`config.mk`:
```
export PLATFORM = sky130hd
export DESIGN_NAME = pc_unit
export DESIGN_NICKNAME = d
export VERILOG_FILES = /design/src/rtl/pc_pkg.sv /design/src/rtl/pc_btb.sv /design/src/rtl/pc_unit.sv
export SDC_FILE = /design/constraint.sdc
export NUM_CORES = 1
export LEC_CHECK = 0
export ABC_AREA = 1
export CORE_UTILIZATION = 50
export DETAILED_ROUTE_END_ITERATION = 10
export DONT_BUFFER_PORTS = 1
export PLACE_DENSITY_LB_ADDON = 0.12
export SETUP_SLACK_MARGIN = 0.3
export SLEW_MARGIN = 20
export SYNTH_ARGS = -nofsm -noshare
export SYNTH_HDL_FRONTEND = slang
export SYNTH_SLANG_ARGS = --single-unit
```
`constraint.sdc`:
```
create_clock -name clk -period 2 [get_ports clk]
set_input_delay 0.6 -clock clk [delete_from_list [all_inputs] [get_ports clk]]
set_output_delay 0.6 -clock clk [all_outputs]
set_load 0.02 [all_outputs]
```
`src/rtl/pc_pkg.sv`:
```
// Shared constants and types for the fetch PC unit and its branch target buffer.
// BTB entry fields are sized for the widest supported PC (32 bits); narrower builds zero-extend.
package pc_pkg;

  localparam int unsigned PC_OFFSET   = 4;
  localparam int unsigned BTB_FIELD_W = 32;

  typedef enum logic [1:0] {
    CNT_STRONG_NT = 2'b00,
    CNT_WEAK_NT   = 2'b01,
    CNT_WEAK_T    = 2'b10,
    CNT_STRONG_T  = 2'b11
  } btb_cnt_e;

  typedef struct packed {
    logic                   valid;
    logic [BTB_FIELD_W-1:0] tag;
    btb_cnt_e               counter;
    logic [BTB_FIELD_W-1:0] target;
  } btb_entry_t;

  function automatic int unsigned btb_idx_width(input int unsigned depth);
    return $clog2(depth);
  endfunction

  function automatic int unsigned btb_tag_width(input int unsigned data_width,
                                                input int unsigned depth);
    return data_width - $clog2(depth) - 2;
  endfunction

endpackage

```
`src/rtl/pc_btb.sv`:
```
// Direct-mapped branch target buffer with 2-bit saturating counters.
// Lookup is combinational on the current PC; updates land on the next rising edge.
module pc_btb
  import pc_pkg::*;
#(
  parameter int DATA_WIDTH = 32,
  parameter int BTB_DEPTH  = 16
) (
  input  logic                  clk,
  input  logic                  rst,
  input  logic [DATA_WIDTH-1:0] lookup_pc,
  output logic                  pred_taken,
  output logic [DATA_WIDTH-1:0] pred_target,
  input  logic                  update_valid,
  input  logic [DATA_WIDTH-1:0] update_pc,
  input  logic [DATA_WIDTH-1:0] update_target,
  input  logic                  update_taken
);

  localparam int unsigned IDX_W = btb_idx_width(BTB_DEPTH);

  btb_entry_t             entries_q [BTB_DEPTH];
  btb_entry_t             entries_d [BTB_DEPTH];
  btb_entry_t             up_entry;
  logic [IDX_W-1:0]       lk_idx;
  logic [IDX_W-1:0]       up_idx;
  logic [BTB_FIELD_W-1:0] lk_tag;
  logic [BTB_FIELD_W-1:0] up_tag;
  logic                   up_hit;
  logic                   unused_low_bits;

  assign lk_idx = lookup_pc[IDX_W+1:2];
  assign up_idx = update_pc[IDX_W+1:2];
  assign lk_tag = BTB_FIELD_W'(lookup_pc[DATA_WIDTH-1:IDX_W+2]);
  assign up_tag = BTB_FIELD_W'(update_pc[DATA_WIDTH-1:IDX_W+2]);
  assign unused_low_bits = ^{lookup_pc[1:0], update_pc[1:0]};

  // Lookup reads registered contents, so a same-index update is only seen next cycle.
  assign pred_taken  = entries_q[lk_idx].valid && (entries_q[lk_idx].tag == lk_tag)
                       && entries_q[lk_idx].counter[1];
  assign pred_target = entries_q[lk_idx].target[DATA_WIDTH-1:0];

  always_comb begin
    entries_d = entries_q;
    up_entry  = entries_q[up_idx];
    up_hit    = up_entry.valid && (up_entry.tag == up_tag);
    if (update_valid) begin
      if (up_hit) begin
        if (update_taken) begin
          if (up_entry.counter != CNT_STRONG_T) begin
            up_entry.counter = btb_cnt_e'(up_entry.counter + 2'd1);
          end
          up_entry.target = BTB_FIELD_W'(update_target);
        end else if (up_entry.counter != CNT_STRONG_NT) begin
          up_entry.counter = btb_cnt_e'(up_entry.counter - 2'd1);
        end
        entries_d[up_idx] = up_entry;
      end else if (update_taken) begin
        entries_d[up_idx] = '{valid:   1'b1,
                              tag:     up_tag,
                              counter: CNT_WEAK_T,
                              target:  BTB_FIELD_W'(update_target)};
      end
    end
  end

  // Only valid bits are reset; stale tags/targets are harmless once invalidated.
  always_ff @(posedge clk) begin
    if (rst) begin
      for (int i = 0; i < BTB_DEPTH; i++) begin
        entries_q[i].valid <= 1'b0;
      end
    end else begin
      entries_q <= entries_d;
    end
  end

endmodule

```
`src/rtl/pc_unit.sv`:
```
// Fetch PC register and next-PC selection: reset > redirect > stall > BTB prediction > PC+4.
// Define PC_UNIT_BTB_EN to build the branch target buffer; without it prediction is disabled.
module pc_unit
  import pc_pkg::*;
#(
  parameter int                    DATA_WIDTH   = 32,
  parameter logic [DATA_WIDTH-1:0] RESET_VECTOR = 32'h0000_0000,
  parameter int                    BTB_DEPTH    = 16
) (
  input  logic                  clk,
  input  logic                  rst,
  input  logic                  stall,
  input  logic                  redirect_valid,
  input  logic [DATA_WIDTH-1:0] redirect_target,
  input  logic                  update_valid,
  input  logic [DATA_WIDTH-1:0] update_pc,
  input  logic [DATA_WIDTH-1:0] update_target,
  input  logic                  update_taken,
  output logic [DATA_WIDTH-1:0] PC,
  output logic [DATA_WIDTH-1:0] inc_PC,
  output logic                  pred_taken,
  output logic                  misaligned
);

  logic [DATA_WIDTH-1:0] pc_q;
  logic [DATA_WIDTH-1:0] pc_d;
  logic [DATA_WIDTH-1:0] pred_target;
  logic                  misaligned_q;
  logic                  misaligned_d;

  assign PC         = pc_q;
  assign inc_PC     = pc_q + DATA_WIDTH'(PC_OFFSET);
  assign misaligned = misaligned_q;

`ifdef PC_UNIT_BTB_EN
  pc_btb #(
    .DATA_WIDTH (DATA_WIDTH),
    .BTB_DEPTH  (BTB_DEPTH)
  ) u_btb (
    .clk           (clk),
    .rst           (rst),
    .lookup_pc     (pc_q),
    .pred_taken    (pred_taken),
    .pred_target   (pred_target),
    .update_valid  (update_valid),
    .update_pc     (update_pc),
    .update_target (update_target),
    .update_taken  (update_taken)
  );
`else
  logic unused_update;
  assign pred_taken    = 1'b0;
  assign pred_target   = '0;
  assign unused_update = ^{update_valid, update_pc, update_target, update_taken};
`endif

  // Redirect targets follow the JALR rule (bit 0 cleared); bit 1 set is flagged, not fixed.
  always_comb begin
    misaligned_d = redirect_valid && redirect_target[1];
    if (redirect_valid) begin
      pc_d = {redirect_target[DATA_WIDTH-1:1], 1'b0};
    end else if (stall) begin
      pc_d = pc_q;
    end else if (pred_taken) begin
      pc_d = pred_target;
    end else begin
      pc_d = inc_PC;
    end
  end

  always_ff @(posedge clk) begin
    if (rst) begin
      pc_q         <= RESET_VECTOR;
      misaligned_q <= 1'b0;
    end else begin
      pc_q         <= pc_d;
      misaligned_q <= misaligned_d;
    end
  end

endmodule

```
---- Word level (Yosys, flattened, before mapping) ----
Cells that the tools add are included.
cells by class
  $add $sub $neg .......................... 1
  multiply operators ...................... 0
  div/mod/pow operators ................... 0
  $lt $le $gt $ge ......................... 0
  eq/ne operators ......................... 1
  shift-type cells ........................ 0
  multiplexer cells ....................... 2
  bitwise gates (word level) .............. 0
  reduce and logical (&&, ||, !) cells .... 2
operators by type and width
  cell                   number
  $mux 32                2
  $add 32x3->32 const B  1
  $ne 2x1->1 const B     1
  $reduce_or 2->1        1
  $logic_and 1x1->1      1
storage, ports and cells
  register bits after elaboration ......... 33
  bits in latches ......................... 0
  memory bits (writable) .................. 0
  ROM bits ................................ 0
  input port bits ......................... 102
  output and inout bits ................... 66
  word-level logic and storage cells ...... 9
  memories ................................ 0

---- Depth between registers and ports, before layout ----
  depth after elaboration ................. 3
  gate-level depth with buffers ........... 10
  gate-level depth less buffers ........... 10

---- Worst setup path before layout ----
OpenSTA, ideal clock, no wires.
  path type ............................... register to output
  start point ............................. register pc_q[3], in the netlist PC[3]
  end point ............................... output inc_PC[22]
  data arrival time ....................... 1.558 ns
  required time ........................... 1.400 ns
  path slack .............................. -0.158 ns
  cell stages (with the launch flop) ...... 9
  path buffers ............................ 0
  cell sequence ........................... dfxtp_1 ha_1 nand2_1 nor2_2 nand2_4 nor2_4 nand2_1 nand2_1 and2_1
between the ends
  word-level cells in the longest chain between the ends .. 1
RTL lines
  what                      RTL line       RTL
  start: declaration        pc_unit.sv:25  logic [DATA_WIDTH-1:0] pc_q;
  start signal: assignment  pc_unit.sv:76  pc_q <= pc_d;
  $add 32x3->32             pc_unit.sv:32  assign inc_PC = pc_q + DATA_WIDTH'(PC_OFFSET);
  end: declaration          pc_unit.sv:20  output logic [DATA_WIDTH-1:0] inc_PC,
Every way passes these cells.

---- Final worst setup path ----
  start point ............................. register pc_q[2], in the netlist PC[2]
  end point ............................... output inc_PC[18]
Same word-level chain as after synthesis.

==> results.txt <==
final-report max-slew violation count: 0
P_leak: 0.00133 uW
IR drop worst, VDD: 0.420 mV
post-synth top area share: 0.275
GRT Total Usage: 0.286
I/O Pins: 168
CP Class: reg -> out
CTS tree: done
final setup fails: 26
Starting Density: 0.527
num rows: 24
Final Hold Vio Count: 0
failing checks: setup timing
CTS root buffer: clkbuf_8
RSZ-0062 raised after global routing: yes
synth top area cells: dfxtp_1 28%, nand2_1 22%, inv_1 7.6%
Sw Share: 0.335
Flop pwr share: 0.453
post-place setup slack: 0.0593 ns
Yosys cell types: 25
Min-Delay Path Class: in -> reg
port buffer count: 0
f_max: 454 MHz
synthesized area per cell: 6.26 sq um
final cell count without fillers: 470
CP peak stage delay: 0.37 ns
Final min period: 2.20 ns
first-pass GRT wire length: 11.1 mm
leading area contributor after synthesis: dfxtp_1
status: finished, violations left
placed cells: 447
sequential element share of the synthesized area: 0.275
internal cell power: 1060 uW
Hold Startpoint: rst
nets: 521
Max-Cap Viols: 0
Die Area: 4930 sq um
routability cong.: 0.935
Post-route DRC: 0
Worst setup EP type: output port
largest net degree at the start of global routing: 35
CP Max Fanout: 5
Clock Latency Late Sink: 0.28 ns
DIE WIDTH: 70.2 um
CORE AREA: 4410 sq um
Slew @ Worst Pin: 0.594 ns
FF-to-FF path depth: 9
FF-to-FF End: PC[18]
Yosys warnings: 0
CTS buffer count: 5
Crit. Startpoint: PC[2]
vias per std cell: 5.25
proportion of layout cells with a drive suffix above 1: 0.354
Startpoint Class: flop
critical path arrival: 1.60 ns
NetSw: 535 uW
detailed-route via count: 2466
Cell Area, Synth: 2330 sq um
TritonCTS Sinks: 32
DR WL/cell: 15.0 um
gr ovfl total: 0
clk buf depth: 2
Worst EP required: 1.40 ns
number of global-route vias before repair: 2458
Detailed Route Iter0 Violations: 153
initial antenna violation count: 0
post-route ant nets: 0
crit path to: inc_PC[18]
power density over the cells: 499 nW/um^2
Antenna diodes: 0
r2r setup slk: 0.39 ns
skew final: 0.00939 ns
final worst setup slack: -0.202 ns
clock-pin slew on the worst setup and hold paths: 0.07 ns
Final period util: 1.10
H-tree depth: 2
Critical Path, Cell by Cell: ha_4, nand2_4, nor2_4, nand2_4, nor2_4, buf_12, xor2_4
Post-DP HPWL: 4.91 mm
Clk pwr share: 0.298
Post-CTS Hold Buffers: 0
Slowest-stage cell, CP: dfxtp_4
Comb pwr share: 0.248
worst r2r src: PC[2]
worst rel slew slack: 0.604
WL final: 7.04 mm
synthesized instance count: 372
chip height: 70.2 um
Final Total Pwr: 1600 uW
FF+latch count, synth: 32
drt first pass iters: 4
area growth from synthesis to layout: 37.3%
==> power by group through the flow <==
stage               clock network, uW  registers [uW]  logic (uW)
global placement                    0             734         356
global route                      517             727         427
floorplan                           0             789         227
finish                            476             723         396
detailed placement                  0             734         362
CTS                               482             721         387
==> routing by layer <==
layer	up-vias	wire, um	track usage	part of all wire
met2	89	3480	0.498	0.49
met5	-	0	0	0
met1	1141	3060	0.337	0.43
met4	0	83	0.109	0.012
li1	1227	-	-	-
met3	9	419	0.0678	0.060
==> layout make-up <==
cell class | count | area, sq um
inverters | 47 | 176
fillers | 356 | 1220
multi-input cells | 279 | 1770
flip-flops and latches | 32 | 676
clock inverters | 1 | 5.00
well taps | 52 | 65.1
repair buffers | 53 | 437
clock buffers | 6 | 72.6
==> metrics by stage <==
step	cell area (sq um)	util	hold WS, ns	TNS [ns]
CTS	3090	0.700	0.362	-2.73
global placement	2760	0.625	0.640	0
floorplan	2510	-	0.541	0
detailed placement	2760	0.625	0.645	0
finish	3200	0.724	0.372	-3.26
global route	3200	0.724	0.360	-4.64
==> what timing repair did <==
action                     in CTS  in global routing
setup endpoints to repair      28                 29
setup buffers                  13                  3
pin swaps                      22                 18
hold endpoints to repair        0                  0
gates cloned                    0                  0
gates resized for setup        27                 19
==> cells in the mapped netlist <==
master / number
a31oi_1: 7
xnor2_1: 4
nand2_4: 2
clkbuf_1: 6
and2_1: 4
buf_4: 5
nand2_2: 5
xor2_1: 4
nor2_4: 9
o21ai_0: 15
a22o_1: 7
nor2_1: 31
ha_1: 1
buf_2: 4
nor2_2: 4
a22o_2: 1
clkbuf_8: 1
dfxtp_1: 32
nand3_1: 16
inv_1: 47
conb_1: 1
xor2_2: 7
nor3_1: 1
a21oi_1: 22
nand2_1: 136
==> layout by cell type, fill, tap and decap left out, types with 12 or more instances in the layout <==
cell     instances
nand2_2         19
a21oi_1         22
nand2_1        117
inv_1           47
o21ai_0         15
dfxtp_2         16
nor2_1          24
nand3_1         12
dfxtp_1         12
buf_4           45
==> flip-flops by register name, indices dropped and copies added, names as in the netlist <==
signal and count:
PC 31, misaligned 1
==> how the worst min path moves through the flow <==
| stage | endpoint | cells past startpoint | slack, ns |
|---|---|---|---|
| 6_report | PC[6] | 1 | 0.37 |
| 5_1_grt | PC[1] | 1 | 0.36 |
| 4_1_cts | PC[4] | 1 | 0.36 |
| 3_5_place_dp | PC[7] | 3 | 0.65 |
| 3_3_place_gp | PC[28] | 4 | 0.64 |
| 2_1_floorplan | PC[7] | 2 | 0.54 |
==> kinds of logic after synthesis <==
kind of cell | synth area share
AOI/OAI and AO/OA | 0.129
xor gates and xnor gates | 0.0790
adders and majority gates | 0.00537
buffers and inverters | 0.116
DFF | 0.275
other | 0.00161
and+or+nand+nor | 0.394
==> worst max-delay path: cells and delay by family, from the launching register on <==
family | cells | cell delay, ns
xor+xnor | 1 | 0.22
fa+ha+maj | 1 | 0.15
buf+inv | 1 | 0.13
flops | 1 | 0.37
simple gates | 4 | 0.44
Note: power is estimated with default switching activity, not from simulation.
